==> src/rtl/psum_pkg.sv <==
// Shared types and constant helpers for the partial-sum accumulator and its
// truncating saturating adder.
package psum_pkg;

    typedef enum logic {IDLE, ACCUM} state_t;

    // Results are 64 bits wide; callers slice the low ACC_WIDTH bits.
    function automatic logic [63:0] trunc_mask(input int ignore_bit);
        return ~((64'd1 << ignore_bit) - 64'd1);
    endfunction

    function automatic logic [63:0] sat_max(input int acc_width, input int ignore_bit);
        return ((64'd1 << (acc_width - 1)) - 64'd1) & trunc_mask(ignore_bit);
    endfunction

    function automatic logic [63:0] sat_min(input int acc_width, input int ignore_bit);
        return 64'd1 << (acc_width - 1);
    endfunction

endpackage

==> src/rtl/psum_accumulator_if.sv <==
// Input beat stream, flush control and result handshake of the accumulator.
interface psum_accumulator_if #(
    parameter int IN_WIDTH  = 16,
    parameter int ACC_WIDTH = 32,
    parameter int CNT_WIDTH = 8
);
    logic                 clear;
    logic                 in_valid;
    logic                 in_ready;
    logic [IN_WIDTH-1:0]  in_data;
    logic                 in_last;
    logic                 out_valid;
    logic                 out_ready;
    logic [ACC_WIDTH-1:0] out_data;
    logic [CNT_WIDTH-1:0] out_count;
    logic                 out_ovf;

    modport master (
        output clear, in_valid, in_data, in_last, out_ready,
        input  in_ready, out_valid, out_data, out_count, out_ovf
    );

    modport slave (
        input  clear, in_valid, in_data, in_last, out_ready,
        output in_ready, out_valid, out_data, out_count, out_ovf
    );
endinterface

==> src/rtl/psum_sat_add.sv <==
// Combinational adder that zeroes the low IGNORE_BIT bits of both operands and
// clamps signed overflow to the truncated extremes.
module psum_sat_add
    import psum_pkg::*;
#(
    parameter int ACC_WIDTH  = 32,
    parameter int IGNORE_BIT = 0
) (
    input  logic [ACC_WIDTH-1:0] acc,
    input  logic [ACC_WIDTH-1:0] in_ext,
    output logic [ACC_WIDTH-1:0] sum,
    output logic                 ovf
);
    localparam logic [63:0] MASK = trunc_mask(IGNORE_BIT);
    localparam logic [63:0] MAX  = sat_max(ACC_WIDTH, IGNORE_BIT);
    localparam logic [63:0] MIN  = sat_min(ACC_WIDTH, IGNORE_BIT);

    logic [ACC_WIDTH-1:0] a, b, s;

    assign a   = acc    & MASK[ACC_WIDTH-1:0];
    assign b   = in_ext & MASK[ACC_WIDTH-1:0];
    assign s   = a + b;
    assign ovf = (a[ACC_WIDTH-1] == b[ACC_WIDTH-1]) && (s[ACC_WIDTH-1] != a[ACC_WIDTH-1]);
    assign sum = !ovf ? s : (a[ACC_WIDTH-1] ? MIN[ACC_WIDTH-1:0] : MAX[ACC_WIDTH-1:0]);
endmodule

==> src/rtl/psum_accumulator.sv <==
// Accumulates an in_last-delimited stream of signed partial sums and presents
// each saturated result through a single-entry valid/ready output register.
module psum_accumulator
    import psum_pkg::*;
#(
    parameter int IN_WIDTH   = 16,
    parameter int ACC_WIDTH  = 32,
    parameter int IGNORE_BIT = 0,
    parameter int CNT_WIDTH  = 8
) (
    input  logic clk,
    input  logic rst_n,
    psum_accumulator_if.slave io
);
    state_t               state;
    logic [ACC_WIDTH-1:0] acc, acc_op, in_ext, sum;
    logic [CNT_WIDTH-1:0] count, cnt_next;
    logic                 ovf_sticky, add_ovf, accept;

    assign io.in_ready = ~io.clear & (~io.out_valid | io.out_ready);
    assign accept      = io.in_valid & io.in_ready;
    assign in_ext      = ACC_WIDTH'($signed(io.in_data));
    // A fresh element always starts from zero, regardless of acc contents.
    assign acc_op      = (state == IDLE) ? '0 : acc;
    assign cnt_next    = (count == '1) ? count : count + 1'b1;

    psum_sat_add #(
        .ACC_WIDTH (ACC_WIDTH),
        .IGNORE_BIT(IGNORE_BIT)
    ) u_add (
        .acc   (acc_op),
        .in_ext(in_ext),
        .sum   (sum),
        .ovf   (add_ovf)
    );

    always_ff @(posedge clk or negedge rst_n) begin
        if (!rst_n) begin
            state        <= IDLE;
            acc          <= '0;
            count        <= '0;
            ovf_sticky   <= 1'b0;
            io.out_valid <= 1'b0;
            io.out_data  <= '0;
            io.out_count <= '0;
            io.out_ovf   <= 1'b0;
        end else begin
            if (io.clear || (accept && io.in_last)) begin
                state      <= IDLE;
                acc        <= '0;
                count      <= '0;
                ovf_sticky <= 1'b0;
            end else if (accept) begin
                state      <= ACCUM;
                acc        <= sum;
                count      <= cnt_next;
                ovf_sticky <= ovf_sticky | add_ovf;
            end
            // accept already implies ~clear, so the output register never sees a flushed beat.
            if (accept && io.in_last) begin
                io.out_valid <= 1'b1;
                io.out_data  <= sum;
                io.out_count <= cnt_next;
                io.out_ovf   <= ovf_sticky | add_ovf;
            end else if (io.out_valid && io.out_ready) begin
                io.out_valid <= 1'b0;
            end
        end
    end
endmodule

==> src/flat_wrapper.sv <==
// flat-port wrapper written by rule: the top's interface ports become plain ports
module psum_accumulator_flat import psum_pkg::*;
#(
    parameter int IN_WIDTH   = 16,
    parameter int ACC_WIDTH  = 32,
    parameter int IGNORE_BIT = 0,
    parameter int CNT_WIDTH  = 8
)
  (clk, rst_n, io_clear, io_in_valid, io_in_data, io_in_last, io_out_ready, io_in_ready, io_out_valid, io_out_data, io_out_count, io_out_ovf);
  psum_accumulator_if #(.IN_WIDTH(IN_WIDTH), .ACC_WIDTH(ACC_WIDTH), .CNT_WIDTH(CNT_WIDTH)) io_i ();
  input  logic clk;
  input  logic rst_n;
  input wire logic [$bits(io_i.clear)-1:0] io_clear;
  input wire logic [$bits(io_i.in_valid)-1:0] io_in_valid;
  input wire logic [$bits(io_i.in_data)-1:0] io_in_data;
  input wire logic [$bits(io_i.in_last)-1:0] io_in_last;
  input wire logic [$bits(io_i.out_ready)-1:0] io_out_ready;
  output wire logic [$bits(io_i.in_ready)-1:0] io_in_ready;
  output wire logic [$bits(io_i.out_valid)-1:0] io_out_valid;
  output wire logic [$bits(io_i.out_data)-1:0] io_out_data;
  output wire logic [$bits(io_i.out_count)-1:0] io_out_count;
  output wire logic [$bits(io_i.out_ovf)-1:0] io_out_ovf;
  assign io_i.clear = io_clear;
  assign io_i.in_valid = io_in_valid;
  assign io_i.in_data = io_in_data;
  assign io_i.in_last = io_in_last;
  assign io_i.out_ready = io_out_ready;
  assign io_in_ready = io_i.in_ready;
  assign io_out_valid = io_i.out_valid;
  assign io_out_data = io_i.out_data;
  assign io_out_count = io_i.out_count;
  assign io_out_ovf = io_i.out_ovf;
  psum_accumulator #(.IN_WIDTH(IN_WIDTH), .ACC_WIDTH(ACC_WIDTH), .IGNORE_BIT(IGNORE_BIT), .CNT_WIDTH(CNT_WIDTH)) u_core (.clk(clk), .rst_n(rst_n), .io(io_i));
endmodule
==> config.mk <==
export PLATFORM = sky130hd
export DESIGN_NAME = psum_accumulator_flat
export DESIGN_NICKNAME = d
export VERILOG_FILES = /design/src/rtl/psum_pkg.sv /design/src/rtl/psum_accumulator_if.sv /design/src/rtl/psum_sat_add.sv /design/src/rtl/psum_accumulator.sv /design/src/flat_wrapper.sv
export SDC_FILE = /design/constraint.sdc
export NUM_CORES = 1
export LEC_CHECK = 0
export BUFFER_PORTS_ARGS = -buffer_cell sky130_fd_sc_hd__buf_2
export CORE_MARGIN = 5
export CORE_UTILIZATION = 59
export DETAILED_ROUTE_END_ITERATION = 8
export GPL_TIMING_DRIVEN = 0
export MAX_ROUTING_LAYER = met4
export PLACE_DENSITY_LB_ADDON = 0.1
export SLEW_MARGIN = 5
export SYNTH_ARGS = -nofsm -noshare
export SYNTH_HDL_FRONTEND = slang
export SYNTH_HIERARCHICAL = 1
export SYNTH_SLANG_ARGS = --single-unit
export TNS_END_PERCENT = 5
==> constraint.sdc <==
create_clock -name clk -period 3.9 [get_ports clk]
set_clock_uncertainty 0.1 [all_clocks]
set_input_delay 0.195 -clock clk [delete_from_list [all_inputs] [get_ports clk]]
set_output_delay 0.195 -clock clk [all_outputs]
set_load 0.01 [all_outputs]
==> metrics.txt, run 1 <==
status=completed; ys async rst share=100.0%; number of synthesized register bits=84; Crit Path Max Fanout=10; WHS Endpoint=u_core/io.out_valid; Fmax=0.2762 GHz; Synthesized Nets=640; row count=35; post-place instance area=6163 sq um; number of H-tree levels=3; switching share of power=29.59%; boundary pin count=65; P_int=1.549 mW; # Post-CTS Setup Buffers=0; Crit Path Category=register to register; final setup violation count=0; Mapped Area=5659 sq um; hold wc startpoint=io_out_ready; R2R Setup Slk=0.28 ns; Fin. Hold Viols=0; Worst setup SP type=register; Tcrit/Tclk final=92.85%; worst r2r src=u_core/state; largest cells by area after synthesis=dfrtp_1 (37%), ha_1 (7.1%), mux2_2 (6.0%); Post-synth EDFFs=0; Final Critical Period=3.621 ns; WHS Path Cells=3; register area share after synthesis=37.14%; R2R depth=13; CTS Buf Count=9; Synthesis Warnings=6; vias in the first global route=4881; Via density=5.966; GRT Util Overall=26.53%; Reg-to-Reg End=u_core/io.out_data[29]; synthesized instance count=585; Vert. Die Dim=107.9 microns; TritonRoute pass-1 iters=6; Max Cap Violations=0; Logic pwr share=21.1%; area leader, netlist=dfrtp_1; Arr. time, crit path=3.76 ns; Final Cell Area=6402 sq um; final WL=14200 microns; Yosys top cell area share=37.14%; Syn Area/Cell=9.674 sq um; maximum vdd drop=221.8 uV; nets=717; Area growth syn-to-layout=13.13%; routed length per instance=17.84 microns; Yosys cell types=66; Hold Crit Class=input port to register; worst skew pair latency=0.36 ns; switching pwr=0.6510 mW; clk root buf=clkbuf_8; fin. max-slew vios=0; Leakage Power=3.037 nW; DP Wirelength=10770 microns; die width=107.9 microns; Pwr Density=343.6 nW/um^2; clk buf depth=2; Tightest Pin Transition=0.5633 ns; antenna fix cells=0; area of the die=11650 sq um; part of the power in registers=46.3%; antenna violations before repair=0; initial DRC count=192; first-pass GRT wire length=24030 microns; GRT overflow=0; hold buffer count at cts=1; Worst slew margin=61.85%; Routed Antenna Nets=0; total number of vias=4749; RSZ-0062 raised after global routing=no; clk slew on worst S/H paths=0.09 ns; Clock power frac=32.7%; share of post-route cells with drive strength above 1=24.29%; setup TNS=0 ns; core area=9284 sq um; Post-synth top flop=dfrtp_1; GP Congestion=0.9095; post-CTS sizing=0; largest net degree at the start of global routing=44; CTS tree=built; DRC viols=0; PortBufs=64; Initial Utilization=60.96%; Clock Sinks=84; kind of end point of the critical path=register; WP data required=4.04 ns
## routing by layer
layer | GRT usage, % | up-vias | wire length [microns]
met5 | - | - | 0
met4 | 8.747 | 0 | 327
met1 | 34.39 | 2298 | 6547
met3 | 3.522 | 28 | 574
met2 | 43.25 | 118 | 6755
li1 | - | 2305 | -
## critical path, cell delays in order (launching register included)
cell      delay (ns)
dfrtp_1         0.43
clkbuf_1        0.36
and2_1          0.20
ha_1            0.31
a21oi_1         0.18
o21ai_1         0.14
or3_1           0.40
a211o_1         0.28
nand4_1         0.13
and4_1          0.27
buf_6           0.18
buf_8           0.18
o21ai_2         0.08
mux2_2          0.27
## flip-flops by register name, summed over array words and instances (netlist names)
register,flops
u_core/io.out_count,8
u_core/io.out_ovf,1
u_core/acc,32
u_core/state,1
u_core/io.out_data,32
u_core/count,8
u_core/io.out_valid,1
u_core/ovf_sticky,1
## cell families (layout without fill, tap and decap cells)
logic type	Yosys count	count (layout)	share of synthesized area (%)
AO/OA/AOI/OAI	204	204	24.98
AND/OR/NAND/NOR	152	152	14.66
XOR/XNOR	27	27	4.179
adder cells (fa/ha/maj)	34	34	7.606
flip-flops	84	84	37.14
buffers and inverters	51	133	4.886
multiplexers	33	33	6.544
## synth_stat cells (6+ instances only)
cell / instances
a21o_1: 13
dfrtp_1: 84
a31oi_1: 6
xor2_1: 13
o31ai_1: 8
nand4_1: 9
clkbuf_1: 9
a21oi_2: 6
o21a_1: 6
xnor2_1: 14
buf_2: 14
o21ai_1: 28
ha_1: 32
buf_6: 6
nor2_1: 24
nand2b_1: 8
a21oi_1: 46
mux2_2: 30
o21ai_2: 8
nand2_1: 41
nand3_1: 7
nor3_1: 8
and2_1: 34
a22o_1: 33
o21ai_0: 21
inv_1: 18
## through the flow
step | hold slack (ns) | setup slack (ns) | total power [mW] | utilization [%] | instances
detailed placement | 0.1193 | 0.2936 | 1.503 | 66.39 | 779
finish | 0.09155 | 0.2789 | 2.200 | 68.96 | 796
floorplan | -0.2006 | 0.8629 | 1.310 | - | 585
CTS | 0.07536 | 0.2864 | 2.224 | 68.96 | 796
global placement | 0.3567 | 0.2883 | 1.479 | 66.15 | 778
global route | 0.1158 | 0.02673 | 2.328 | 68.96 | 796
## layout by cell type (no fill, tap or decap), types with 3 or more instances in the layout
| cell | netlist | final |
|---|---|---|
| dfrtp_1 | 84 | 84 |
| buf_2 | 14 | 77 |
| a21oi_1 | 46 | 46 |
| nand2_1 | 41 | 41 |
| and2_1 | 34 | 34 |
| a22o_1 | 33 | 33 |
| ha_1 | 32 | 32 |
| mux2_2 | 30 | 30 |
| o21ai_1 | 28 | 28 |
| nor2_1 | 24 | 24 |
| o21ai_0 | 21 | 21 |
| inv_1 | 18 | 18 |
| xnor2_1 | 14 | 14 |
| xor2_1 | 13 | 13 |
| a21o_1 | 13 | 13 |
| clkbuf_8 | 0 | 9 |
| clkbuf_1 | 9 | 9 |
| nand4_1 | 9 | 9 |
| nand2b_1 | 8 | 8 |
| o31ai_1 | 8 | 8 |
| nor3_1 | 8 | 8 |
| o21ai_2 | 8 | 8 |
| nand3_1 | 7 | 7 |
| a31oi_1 | 6 | 6 |
| o21a_1 | 6 | 6 |
| a21oi_2 | 6 | 6 |
| buf_6 | 6 | 6 |
| buf_4 | 3 | 4 |
| and4_1 | 4 | 4 |
| and3_1 | 4 | 4 |
| a211oi_1 | 4 | 4 |
| o211ai_1 | 3 | 3 |
## worst max path at each step
stage | from | endpoint | slack, ns
6_report | u_core/state | u_core/io.out_data[29] | 0.28
5_1_grt | u_core/state | u_core/io.out_data[12] | 0.03
4_1_cts | u_core/state | u_core/io.out_data[1] | 0.29
3_5_place_dp | u_core/state | u_core/io.out_data[1] | 0.29
3_3_place_gp | u_core/state | u_core/io.out_data[0] | 0.29
2_1_floorplan | u_core/state | u_core/io.out_data[0] | 0.86
## power groups by stage
stage / Combinational (mW) / Clock [mW] / Sequential [mW]
after floorplan: 0.236 / 0 / 1.07
final: 0.464 / 0.718 / 1.02
after global placement: 0.451 / 0 / 1.03
after global routing: 0.512 / 0.782 / 1.03
after CTS: 0.470 / 0.735 / 1.02
after detailed placement: 0.467 / 0 / 1.04
## layout make-up
| class | instances | area, sq um |
|---|---|---|
| Multi-Input combinational cell | 450 | 3281 |
| Fill cell | 752 | 2882 |
| Sequential cell | 84 | 2102 |
| Timing Repair Buffer | 66 | 352.8 |
| Buffer | 33 | 209.0 |
| Tap cell | 129 | 161.4 |
| Clock buffer | 9 | 123.9 |
| Clock inverter | 7 | 105.1 |
| Inverter | 18 | 67.56 |
Note: power is estimated with default switching activity, not from simulation.
==> inputs of run 2 (changes only) <==
Settings changed: CORE_ASPECT_RATIO from default to 1.25, PLACE_DENSITY_LB_ADDON 0.1 to 0.15, SETUP_SLACK_MARGIN from default to 0.1.
==> run 2 against run 1 <==
  * Flip-flop and latch count unchanged
  * Sequential share of layout area down 0.41 points
  * Setup slack better by 0.047 ns
  * Worst hold slack better by 0.049 ns
  * Utilization down 0.78 points
  * Die area up 0.11%
  * First-iteration DRC count up 55%
  * Combinational power down 0.9%
  * Power up 7.6%
  * Cell count down 0.38%
  * Register-to-register slack better by 0.05 ns
  * Largest power group unchanged
  * Critical path depth unchanged
==> metrics.txt, run 2 (synthesis gave the netlist of run 1 again) <==
Final Critical Period=3.575 ns; final setup violation count=0; antenna fix cells=0; initial DRC count=298; total number of vias=4781; die width=97.60 microns; RSZ-0062 raised after global routing=no; R2R depth=13; vias in the first global route=4886; largest registers=u_core/acc: 32 flops, u_core/io.out_data: 32 flops; routed length per instance=18.35 microns; Initial Utilization=59.51%; WHS Path Cells=3; post-place instance area=6160 sq um; largest net degree at the start of global routing=46; setup TNS=0 ns; worst r2r src=u_core/state; PortBufs=64; hold wc startpoint=io_out_ready; Power, Total=2.367 mW; CTS Buf Count=9; Vert. Die Dim=119.5 microns; GP Congestion=0.9304; GRT overflow=0; R2R Setup Slk=0.33 ns; Reg-to-Reg End=u_core/io.out_data[0]; status=completed; clk buf depth=2; first-pass GRT wire length=24420 microns; core area=9509 sq um; antenna violations before repair=0; Tightest Pin Transition=0.5634 ns; area of the die=11660 sq um; Clock Sinks=84; non-filler cells, final=793; fin. max-slew vios=0; Final Cell Area=6484 sq um; commonest non-fill, non-tap cells in the layout=dfrtp_1 (84), buf_2 (77), a21oi_1 (46); Crit Path Category=register to register; Worst slew margin=62.44%; Worst setup SP type=register; hold slack=0.1407 ns; Via density=6.029; DP Wirelength=10930 microns; most common cell after layout, fill and taps aside=dfrtp_1; Pwr Density=365.1 nW/um^2; clk slew on worst S/H paths=0.07 ns; boundary pin count=65; clk root buf=clkbuf_16; TritonRoute pass-1 iters=5; row count=40; Crit Path Max Fanout=10; final WL=14550 microns; number of H-tree levels=3; Fmax=0.2798 GHz; # Post-CTS Setup Buffers=0; GRT Util Overall=26.28%; WHS Endpoint=u_core/io.out_valid; Max Cap Violations=0; Routed Antenna Nets=0; Hold Crit Class=input port to register; Inst Count DP=776; nets=717; worst skew pair latency=0.34 ns; fill count=795; Tcrit/Tclk final=91.66%; Area growth syn-to-layout=14.57%; Leakage Power=3.080 nW; CTS tree=built; WP data required=4.02 ns; DRC viols=0; maximum vdd drop=240.2 uV; Arr. time, crit path=3.70 ns; Fin. Hold Viols=0; kind of end point of the critical path=register; share of post-route cells with drive strength above 1=24.74%
==> run 2: how the worst max path moves through the flow <==
stage                            start                    end  slack [ns]  depth (start not counted)
after floorplan           u_core/state  u_core/io.out_data[0]        0.86                         13
after global placement    u_core/state  u_core/io.out_data[1]        0.22                         13
after detailed placement  u_core/state  u_core/io.out_data[0]        0.25                         13
after CTS                 u_core/state  u_core/io.out_data[0]        0.24                         13
after global routing      u_core/state  u_core/io.out_data[1]        0.11                         13
final                     u_core/state  u_core/io.out_data[0]        0.33                         13
==> run 2: where the power goes <==
group          total (mW)  internal, mW  leakage, nW  switching, mW
Combinational       0.460         0.208         1.85          0.252
Clock               0.887         0.519        0.146          0.368
Sequential           1.02         0.972         1.09         0.0487
Total                2.37          1.70         3.08          0.668
==> run 2: timing repair <==
item	in CTS	in global routing
setup endpoints to repair	0	31
gates resized for setup	0	6
endpoints found under the hold margin	39	0
hold buffers	1	0
==> run 2: cell type report <==
cell class / instances / area, sq um / share of cell area [%]
multi-input cells: 450 / 3281 / 50.60
flip-flops and latches: 84 / 2102 / 32.42
repair buffers: 66 / 352.8 / 5.442
clock buffers: 10 / 239.0 / 3.686
plain buffers: 33 / 212.7 / 3.281
well taps: 126 / 157.7 / 2.431
clock inverters: 6 / 71.32 / 1.100
inverters: 18 / 67.56 / 1.042
==> run 2: worst max-delay path, stage by stage (launching register included) <==
cell	delay (ns)
dfrtp_1	0.47
clkbuf_2	0.22
and2_1	0.18
ha_1	0.39
a21oi_1	0.17
o21ai_1	0.13
or3_1	0.40
a211o_1	0.29
nand4_1	0.13
and4_1	0.26
buf_6	0.18
buf_8	0.17
o21ai_1	0.10
mux2_2	0.26
==> run 2: through the flow <==
stage / util, % / worst slack, ns
after floorplan: - / 0.8629
after global placement: 64.54 / 0.2226
after detailed placement: 64.78 / 0.2497
after CTS: 68.14 / 0.2379
after global routing: 68.18 / 0.1113
final: 68.18 / 0.3254
==> run 2: layer usage <==
layer | wire length, microns | up-vias | GRT usage [%]
li1 | - | 2313 | -
met1 | 6472 | 2329 | 34.16
met2 | 7327 | 116 | 43.40
met3 | 517 | 23 | 3.721
met4 | 231 | 0 | 7.186
met5 | 0 | - | -
